[config.mk]
export PLATFORM = sky130hd
export DESIGN_NAME = pipe_mem_ctrl
export DESIGN_NICKNAME = d
export VERILOG_FILES = /design/src/rtl/pipe_pkg.sv /design/src/rtl/pipe_wait_timer.sv /design/src/rtl/pipe_mem_ctrl.sv
export SDC_FILE = /design/constraint.sdc
export NUM_CORES = 1
export LEC_CHECK = 0
export ABC_CLOCK_PERIOD_IN_PS = 4800
export CORE_ASPECT_RATIO = 0.9
export CORE_MARGIN = 2
export CORE_UTILIZATION = 45
export DETAILED_ROUTE_END_ITERATION = 16
export HOLD_SLACK_MARGIN = 0.03
export PLACE_DENSITY = 0.86
export SLEW_MARGIN = 5
export SYNTH_ARGS = -nofsm -noshare
export SYNTH_HDL_FRONTEND = slang
export SYNTH_HIERARCHICAL = 1
export SYNTH_SLANG_ARGS = --single-unit
[constraint.sdc]
create_clock -name clock -period 4.8 [get_ports clock]
set_clock_uncertainty 0.05 [all_clocks]
set_input_delay 0.96 -clock clock [delete_from_list [all_inputs] [get_ports clock]]
set_output_delay 0.96 -clock clock [all_outputs]
set_load 0.005 [all_outputs]
[src/rtl/pipe_pkg.sv]
// Shared definitions for the MEM-stage memory access controller.
package pipe_pkg;

  localparam int WORD_W = 32;

  typedef enum logic [1:0] {
    MC_IDLE = 2'b00,
    MC_BUSY = 2'b01,
    MC_DONE = 2'b10
  } mc_state_e;

  // Load result reported when an access is abandoned.
  localparam logic [WORD_W-1:0] TIMEOUT_FILL = 32'h0;

endpackage

[src/rtl/pipe_wait_timer.sv]
// Wait-cycle counter for an outstanding memory access; flags the last permitted cycle.
module pipe_wait_timer #(
  parameter int MAX_WAIT = 15,
  parameter int CNT_W    = 8
) (
  input  logic clock,
  input  logic resetn,
  input  logic clear,
  input  logic enable,
  output logic expired
);

  localparam logic [CNT_W-1:0] LAST = CNT_W'(MAX_WAIT - 1);

  logic [CNT_W-1:0] count;

  always_ff @(posedge clock or negedge resetn) begin
    if (!resetn) begin
      count <= '0;
    end else if (clear) begin
      count <= '0;
    end else if (enable) begin
      count <= count + 1'b1;
    end
  end

  assign expired = (count == LAST);

endmodule

[src/rtl/pipe_mem_ctrl.sv]
// MEM-stage controller: runs each load/store as a req/ack transaction and
// freezes the upstream pipeline until the data memory completes or times out.
module pipe_mem_ctrl
  import pipe_pkg::*;
#(
  parameter int MAX_WAIT = 15,
  parameter int CNT_W    = 8
) (
  input  logic              clock,
  input  logic              resetn,
  input  logic              mm2reg,
  input  logic              mwmem,
  input  logic [WORD_W-1:0] mAlu,
  input  logic [WORD_W-1:0] mb,
  input  logic              mem_ack,
  input  logic [WORD_W-1:0] mem_rdata,
  output logic              mem_req,
  output logic              mem_we,
  output logic [WORD_W-1:0] mem_addr,
  output logic [WORD_W-1:0] mem_wdata,
  output logic [WORD_W-1:0] mmo,
  output logic              stall,
  output logic              wb_bubble,
  output logic              timeout_err
);

  mc_state_e state;
  logic      access;
  logic      expired;
  logic      hold;

  assign access = mm2reg | mwmem;

  pipe_wait_timer #(
    .MAX_WAIT (MAX_WAIT),
    .CNT_W    (CNT_W)
  ) u_timer (
    .clock   (clock),
    .resetn  (resetn),
    .clear   (state != MC_BUSY),
    .enable  ((state == MC_BUSY) && !mem_ack),
    .expired (expired)
  );

  always_comb begin
    hold = 1'b0;
    case (state)
      MC_IDLE: hold = access;
      MC_BUSY: hold = 1'b1;
      default: hold = 1'b0;
    endcase
  end

  // The reset gate keeps the pipeline free-running while reset is held.
  assign stall     = resetn & hold;
  assign wb_bubble = resetn & hold;

  always_ff @(posedge clock or negedge resetn) begin
    if (!resetn) begin
      state       <= MC_IDLE;
      mem_req     <= 1'b0;
      mem_we      <= 1'b0;
      mem_addr    <= '0;
      mem_wdata   <= '0;
      mmo         <= '0;
      timeout_err <= 1'b0;
    end else begin
      case (state)
        MC_IDLE: begin
          if (access) begin
            mem_addr  <= mAlu;
            mem_wdata <= mb;
            mem_we    <= mwmem & ~mm2reg;
            mem_req   <= 1'b1;
            state     <= MC_BUSY;
          end
        end
        MC_BUSY: begin
          // mem_we is held for the whole access, so it tells load from store here.
          if (mem_ack) begin
            mem_req <= 1'b0;
            mem_we  <= 1'b0;
            if (!mem_we) mmo <= mem_rdata;
            state   <= MC_DONE;
          end else if (expired) begin
            mem_req     <= 1'b0;
            mem_we      <= 1'b0;
            timeout_err <= 1'b1;
            if (!mem_we) mmo <= TIMEOUT_FILL;
            state       <= MC_DONE;
          end
        end
        MC_DONE: begin
          state <= MC_IDLE;
        end
        default: begin
          mem_req <= 1'b0;
          mem_we  <= 1'b0;
          state   <= MC_IDLE;
        end
      endcase
    end
  end

endmodule

==> results of run 1 <==
-- final timing paths --
check | end | slack [ns] | cells past startpoint
setup reg to reg | mmo[11] | 2.19 | 8
max in group asynchronous | mem_addr[3] | 2.83 | 3
min in group asynchronous | mem_wdata[28] | 0.67 | 2
hold reg to reg | timeout_err | 0.43 | 1
hold / removal | timeout_err | 0.43 | 1
setup / recovery | wb_bubble | 1.35 | 4
-- layout by cell type (no fill, tap or decap) --
| cell type | netlist | layout |
|---|---|---|
| mux2i_1 | 32 | 32 |
| clkdlybuf4s50_1 | 0 | 200 |
| nand2b_1 | 1 | 1 |
| o31ai_1 | 4 | 4 |
| nor4_1 | 1 | 1 |
| nor3_1 | 1 | 1 |
| xnor2_1 | 1 | 1 |
| inv_1 | 34 | 34 |
| nor3_4 | 1 | 1 |
| dfrtp_1 | 109 | 109 |
| nand4b_1 | 1 | 1 |
| nand4_1 | 2 | 2 |
| a31oi_1 | 1 | 1 |
| or4_1 | 2 | 2 |
| mux2_2 | 64 | 64 |
| nand3_1 | 2 | 2 |
| nor2_1 | 9 | 9 |
| o21ai_4 | 0 | 1 |
| clkbuf_1 | 3 | 1 |
| a21o_1 | 1 | 1 |
| ha_1 | 2 | 2 |
| buf_4 | 3 | 6 |
| clkinvlp_4 | 0 | 2 |
| or3_2 | 1 | 1 |
| clkinv_2 | 0 | 2 |
| xor2_1 | 3 | 3 |
| nand3b_1 | 1 | 1 |
| o21ai_0 | 3 | 3 |
| nor3b_1 | 2 | 2 |
| a21oi_1 | 3 | 3 |
| clkbuf_8 | 0 | 10 |
| a211oi_1 | 1 | 1 |
| nand2_1 | 35 | 35 |
| nand2b_2 | 1 | 1 |
| nand3_2 | 1 | 1 |
-- state kept, by name, summed over array words and instances, names as in the netlist --
name           cells
mem_addr          32
mem_wdata         32
mmo               32
u_timer/count      8
state              2
mem_req            1
mem_we             1
timeout_err        1
-- power breakdown --
group          leakage [uW]  switching, uW  internal, uW  total [uW]
combinational       0.00142            576          1130        1710
sequential          0.00133            219          1320        1540
clock             0.0000812            293           199         492
total               0.00284           1090          2650        3740
-- cell type report --
class	instances	area (sq um)
Multi-Input combinational cell	177	1490
Fill cell	708	2940
Clock buffer	11	141
Clock inverter	4	25.0
Tap cell	126	158
Inverter	34	128
Sequential cell	109	2730
Timing Repair Buffer	206	2050
-- stage by stage --
stage               power, uW  instances   util
finish                   3740        667  0.696
global route             3980        667  0.696
CTS                      3790        667  0.696
detailed placement       3300        652  0.679
global placement         3220        652  0.679
floorplan                2290        337      -
-- kinds of logic after synthesis --
kind of cell / count (synthesis)
xor gates and xnor gates: 4
DFF: 109
muxes: 96
buffers and inverters: 51
and+or+nand+nor: 61
AOI/OAI and AO/OA: 14
adders and majority gates: 2
-- worst max-delay path, stage by stage --
cell	delay, ns
clkdlybuf4s50_1	0.56
nor3_1	0.07
nor3b_1	0.26
clkdlybuf4s50_1	0.58
-- layer usage --
layer | part of all wire | up-vias
met5 | 0 | -
met4 | 0.016 | 0
met1 | 0.40 | 1565
met3 | 0.070 | 14
met2 | 0.51 | 117
li1 | - | 1508
==> results.yml, run 1 <==
run_status:
  status: "finished clean"
synthesis:
  ys_warn_count: 6
  synth_compound_area_frac: 0.0193
  async_flop_share: 1.00
  synth_cell_types: 33
  synth_top_family_by_area: "multiplexers"
  synth_top_area_share: 0.609
  ys_seq_elements: 109
  yosys.area.top_type: "dfrtp_1"
  yosys.area_share.simple: 0.0657
  synth_fp_nets: 440
  netlist_area_sq_um: 4480
  synthTopCellsByCount: "109 x dfrtp_1, 64 x mux2_2, 35 x nand2_1, 34 x inv_1, 32 x mux2i_1"
  synth_edf_count: 0
  synthFlopType: "dfrtp_1"
  synth_most_common_cell: "dfrtp_1"
  synth_mux_area_frac: 0.233
  postSynthAreaPerCell_sq_um: 13.3
  synth_xor_area_frac: 0.00783
  synthAdderAreaFrac: 0.00559
  yosys-top-cells-area: "dfrtp_1 61%, mux2_2 16%, mux2i_1 7.2%"
  ys_seq_area_frac: 0.609
  synthCells: 337
sta:
  drv_slew: 0
  worstMarginPinSlew_ns: 0.813
  period_needed_ns: 3.45
  setup_ws_ns: 1.35
  final_hold_viol_count: 0
  fin_crit_sh: 0.718
  max_freq_ghz: 0.290
  hold_slack_ns: 0.429
  max-slew-margin-rel: 0.458
  setup_viol: 0
  fin_tns_setup_ns: 0
  rsz0062_at_grt: "no"
cts:
  hold_buffers: 0
  cts_root_buffer: "clkbuf_8"
  h-tree-depth: 3
  cts_buffer_depth: 2
  post_cts_buffers: 0
  clock_latency_ns: 0.35
  post_cts_resized: 0
  cts.sinks: 109
  numCtsBuffers: 9
  cts_tree: "done"
  path_clk_slew_ns: 0.10
detailed_routing:
  drc: 0
  first_iter_violations: 194
  drt-pass1-iter-count: 4
  ant_nets: 0
  wl_mm: 10.7
  via_count: 3204
  avgViaCountPerCell: 4.80
  wire_per_inst_um: 16.0
setup_path:
  cp.arrival_ns: 2.44
  r2r_start: "u_timer/count[0]"
  critPathLaunch: "mm2reg"
  crit_required_ns: 3.79
  end_kind: "primary output"
  cp_max_fo: 4
  cp-start-kind: "input port"
  path_class: "input port to primary output"
place:
  post-place-ws_ns: 1.34
  io_buffers: 201
  gp_congestion: 0.726
  hpwl_mm: 7.92
  post_dp_cell_area_sq_um: 6550
grt:
  track_usage: 0.198
  grt_max_degree: 67
  grt_overflow: 0
  use_met3: 0.0529
  grt_pass1_wl_mm: 16.4
  busiest_layer: "met2"
  antenna_found_initial: 0
  grt_pass1_vias: 3343
  use_met2: 0.350
  grtUsageMet1: 0.233
power:
  p_leak_uw: 0.00284
  ir_drop_mv: 0.232
  power_density_nw_per_um2: 557
floorplan:
  core_sq_um: 9660
  die_h_um: 98.6
  initial_core_util: 0.463
  dieArea_sq_um: 10800
  row_count: 34
  pin_count: 202
  dieWidth_um: 109
min_path:
  worstHoldStart: "timeout_err"
  min_path_type: "flip-flop to flip-flop"
cells_and_area:
  postLayoutCellArea_sq_um: 6720
  drive_above_1_share: 0.165
  synthToLayoutAreaGrowth_pct: 50.1
  antenna_cells: 0
  nets: 640
job:
  cap_violations: 0
Power figures use the tool's default switching activity.
==> run 2, diff against run 1 <==
ABC_CLOCK_PERIOD_IN_PS = 3400   (was 4800)
CORE_UTILIZATION = 42   (was 45)
PLACE_DENSITY = 0.81   (was 0.86)
clock period = 3.4 ns   (was 4.8 ns; I/O delays follow)
==> run 2 against run 1 <==
Against the previous run: sequential share of layout area shrank 1.0 points; flip-flop and latch count is the same; final area grew 2.6%; die area grew 6.9%; routed wire length grew 2.6%; sequential power grew 42%; clock-buffer cell count shrank 1; cell count grew 0.90%; total power grew 52%; worst hold slack lost 0.044 ns; setup slack lost 0.83 ns; clock power grew 120%; largest cell class unchanged.
==> results.yml, run 2 (synthesized netlist as in run 1, its figures left out) <==
floorplan:
  pin_count: 202
  core_sq_um: 10300
  initial_core_util: 0.435
  dieArea_sq_um: 11500
  row_count: 35
  dieWidth_um: 113
  die_h_um: 102
setup_path:
  cp-start-kind: "input port"
  cpMaxStageDelayCell: "clkdlybuf4s50_1"
  critical-path-top-delay-family: "buffers and inverters"
  crit_chain: "clkdlybuf4s50_1 > nor3_1 > nor3b_1 > clkdlybuf4s50_1"
  cp_num_buf_inv: 2
  crit_top_cell: "clkdlybuf4s50_1"
  cp.depth: 4
  r2r.worst_path.cells: 5
  crit_required_ns: 2.67
  cp.arrival_ns: 2.14
  end_kind: "primary output"
  max_stage_delay_ns: 0.57
  cp_max_fo: 4
  path_class: "input port to primary output"
detailed_routing:
  avgViaCountPerCell: 4.88
  ant_nets: 0
  drt-pass1-iter-count: 4
  via_count: 3286
  wire_per_inst_um: 16.3
  wl_mm: 11.0
  first_iter_violations: 95
  drc: 0
cells_and_area:
  layout_commonest_cell: "clkdlybuf4s50_1"
  biggestRegsByFlops: "mem_addr x32, mem_wdata x32, mmo x32"
  fillerInstances: 790
  layout_common_cells: "200 x clkdlybuf4s50_1, 109 x dfrtp_1, 64 x mux2_2"
  antenna_cells: 0
  postLayoutCellArea_sq_um: 6890
  nets: 642
  drive_above_1_share: 0.171
  synthToLayoutAreaGrowth_pct: 54.0
  finalNonFillerCells: 673
place:
  hpwl_mm: 8.29
  placed_cells: 657
  post_dp_cell_area_sq_um: 6580
  post-place-ws_ns: 0.533
  gp_congestion: 0.798
  io_buffers: 201
sta:
  setup_ws_ns: 0.529
  rsz0062_at_grt: "no"
  final_hold_viol_count: 0
  period_needed_ns: 2.87
  worstMarginPinSlew_ns: 0.836
  setup_viol: 0
  max-slew-margin-rel: 0.443
  max_freq_ghz: 0.348
  drv_slew: 0
  fin_tns_setup_ns: 0
  fin_crit_sh: 0.845
grt:
  antenna_found_initial: 0
  grt_max_degree: 68
  grt_overflow: 0
  track_usage: 0.193
  grt_pass1_wl_mm: 17.4
  grt_pass1_vias: 3586
cts:
  path_clk_slew_ns: 0.07
  cts_buffer_depth: 2
  numCtsBuffers: 9
  hold_buffers: 0
  cts_root_buffer: "clkbuf_16"
  post_cts_buffers: 0
  cts_tree: "done"
  cts.sinks: 109
  clock_latency_ns: 0.34
  post_cts_resized: 0
  h-tree-depth: 3
power:
  intPower_uw: 4080
  clockPowerShare: 0.189
  power_density_nw_per_um2: 827
  p_sw_frac: 0.283
  pwr-share-comb: 0.427
  p_leak_uw: 0.00292
  seq_power_share: 0.384
  total_power_uw: 5700
  power_switching_uw: 1610
  ir_drop_mv: 0.583
min_path:
  min_path_type: "input port to async pin"
job:
  cap_violations: 0
run_status:
  status: "finished clean"
## run 2: worst register-to-register path: stages (launching register included)
cell and delay (ns):
dfrtp_1 0.45, nand2b_2 0.33, nor2_1 0.48, o21ai_0 0.27
or4_1 0.51, a21oi_1 0.14
## run 2: layout make-up
type / instances / area, sq um / area share
clock buffers: 10 / 239 / 0.0347
clock inverters: 6 / 70.1 / 0.0102
inverters: 34 / 128 / 0.0185
multi-input cells: 177 / 1490 / 0.217
flip-flops and latches: 109 / 2730 / 0.396
well taps: 129 / 161 / 0.0234
repair buffers: 208 / 2070 / 0.301
## run 2: worst paths after layout
kind / start / endpoint / slack [ns]
max reg2reg: state[1] / u_timer/count[7] / 1.10
min: resetn / mem_addr[1] / 0.38
min in group clock: timeout_err / timeout_err / 0.41
min reg2reg: timeout_err / timeout_err / 0.41
max in group asynchronous: resetn / mem_addr[13] / 1.68
max: mm2reg / stall / 0.53
## run 2: power groups by stage
stage,combinational [uW],clock (uW),sequential (uW)
final,2430,1080,2190
after floorplan,1000,0,2220
after CTS,2480,1100,2200
after detailed placement,2470,0,2220
after global placement,2410,0,2180
after global routing,2610,1160,2270
## run 2: routing by layer
| layer | part of all wire | GRT usage | vias up | routed length (um) |
|---|---|---|---|---|
| met1 | 0.39 | 0.218 | 1619 | 4230 |
| met2 | 0.53 | 0.351 | 124 | 5760 |
| met3 | 0.063 | 0.0504 | 25 | 688 |
| li1 | - | - | 1518 | - |
| met4 | 0.026 | 0.0779 | 0 | 289 |
| met5 | 0 | 0 | - | 0 |
## run 2: stage by stage
step	util	hold slack [ns]
3_5_place_dp	0.640	0.397
4_1_cts	0.670	0.396
6_report	0.670	0.385
5_1_grt	0.670	0.421
2_1_floorplan	-	0.334
3_3_place_gp	0.640	0.402
==> run 3, diff against run 2 <==
ABC_CLOCK_PERIOD_IN_PS = 2500   (was 3400)
CORE_UTILIZATION = 38   (was 42)
PLACE_DENSITY = 0.77   (was 0.81)
clock period = 2.5 ns   (was 3.4 ns; I/O delays follow)
==> run 3 against run 2 <==
Against the previous run: worst hold slack got worse by 0.15 ns; flip-flop and latch count unchanged; critical path depth unchanged; clock power increased by 53%; cell count increased by 4.6%; die area increased by 10%; via count decreased by 0.76%.
==> results.yml, run 3 (synthesized netlist as in run 1, its figures left out) <==
run_status:
  status: "finished clean"
power:
  p_leak_uw: 0.00297
  pwr-share-comb: 0.422
  clockPowerShare: 0.206
  seq_power_share: 0.372
  power_density_nw_per_um2: 1140
  power_switching_uw: 2200
  intPower_uw: 5790
  ir_drop_mv: 0.552
  p_sw_frac: 0.275
setup_path:
  cp_max_fo: 2
  cp-start-kind: "input port"
  path_class: "input port to primary output"
  r2r.worst_path.cells: 9
  rrSetupSlack_ns: 0.40
  r2r_start: "u_timer/count[0]"
  cp.arrival_ns: 1.83
  rr_endpoint: "mmo[27]"
  end_kind: "primary output"
  crit_required_ns: 1.95
cts:
  cts_tree: "done"
  path_clk_slew_ns: 0.07
  cts_buffer_depth: 2
  numCtsBuffers: 9
  post_cts_resized: 0
  hold_buffers: 0
  post_cts_buffers: 0
  clock_latency_ns: 0.35
  h-tree-depth: 3
  cts.sinks: 109
  cts_root_buffer: "clkbuf_16"
place:
  placed_cells: 688
  io_buffers: 201
  hpwl_mm: 8.21
  gp_congestion: 0.759
grt:
  grt_overflow: 0
  antenna_found_initial: 1
  track_usage: 0.179
  grt_max_degree: 63
  grt_pass1_vias: 3433
  grt_pass1_wl_mm: 17.7
cells_and_area:
  drive_above_1_share: 0.177
  layout_common_cells: "200 x clkdlybuf4s50_1, 109 x dfrtp_1, 64 x mux2_2"
  synthToLayoutAreaGrowth_pct: 56.9
  antenna_cells: 0
  nets: 646
  layout_commonest_cell: "clkdlybuf4s50_1"
  biggestRegsByFlops: "mem_addr x32, mem_wdata x32, mmo x32"
  finalNonFillerCells: 704
min_path:
  min_path_type: "input port to async pin"
sta:
  rsz0062_at_grt: "no"
  max-slew-margin-rel: 0.488
  final_hold_viol_count: 0
  drv_slew: 0
  hold_slack_ns: 0.238
  fin_tns_setup_ns: 0
  max_freq_ghz: 0.421
  fin_crit_sh: 0.951
  period_needed_ns: 2.38
  setup_viol: 0
  worstMarginPinSlew_ns: 0.769
floorplan:
  core_sq_um: 11500
  initial_core_util: 0.390
  dieWidth_um: 118
  pin_count: 202
  row_count: 37
  dieArea_sq_um: 12700
  die_h_um: 107
detailed_routing:
  avgViaCountPerCell: 4.63
  first_iter_violations: 194
  drc: 0
  wl_mm: 11.0
  ant_nets: 0
  wire_per_inst_um: 15.6
  drt-pass1-iter-count: 4
  via_count: 3261
job:
  cap_violations: 0
## run 3: cell count changes in the layout (fill, tap and decap cells not counted)
cell       before  now
buf_12          1    3
buf_4           7    9
bufinv_16       1    3
clkinv_2        1    2
clkinv_4        2    0
inv_6           2    1
## run 3: stage by stage
stage                     setup WS, ns  cell area (sq um)  power, uW   util
after floorplan                  0.497               4480       4390      -
after global placement           0.149               6670       6280  0.581
after detailed placement         0.113               6670       6430  0.581
after CTS                        0.108               7020       8100  0.611
after global routing            0.0646               7020       8440  0.611
final                            0.122               7020       7990  0.611
## run 3: final cells by class
| class | count | area (sq um) |
|---|---|---|
| clock inverter | 6 | 109 |
| timing repair buffer | 212 | 2130 |
| multi-input combinational | 177 | 1490 |
| clock buffer | 10 | 239 |
| tap | 156 | 195 |
| fill | 949 | 4460 |
| inverter | 34 | 128 |
| sequential | 109 | 2730 |
## run 3: power groups by stage
| stage | logic, uW | registers, uW | clock network [uW] |
|---|---|---|---|
| 2_1_floorplan | 1360 | 3020 | 0 |
| 4_1_cts | 3430 | 2980 | 1690 |
| 5_1_grt | 3610 | 3080 | 1760 |
| 6_report | 3370 | 2970 | 1650 |
| 3_5_place_dp | 3420 | 3010 | 0 |
| 3_3_place_gp | 3330 | 2950 | 0 |
## run 3: critical path, stage by stage
cell	delay (ns)
clkdlybuf4s50_1	0.48
nor3_1	0.05
nor3b_1	0.24
clkdlybuf4s50_1	0.55
## run 3: worst max path at each step
stage                            to              from  depth (start not counted)
after floorplan             mmo[10]  u_timer/count[0]                          8
after detailed placement  wb_bubble             mwmem                          4
after global routing      wb_bubble             mwmem                          4
final                     wb_bubble             mwmem                          4
after CTS                 wb_bubble             mwmem                          4
after global placement    wb_bubble             mwmem                          4
## run 3: layer usage
metal  vias to the layer above  global-route usage  part of all wire
li1                       1532                   -                 -
met2                       117               0.308              0.51
met1                      1594               0.217              0.40
met4                         0              0.0723             0.023
met3                        18              0.0447             0.062
met5                         -                   0                 0
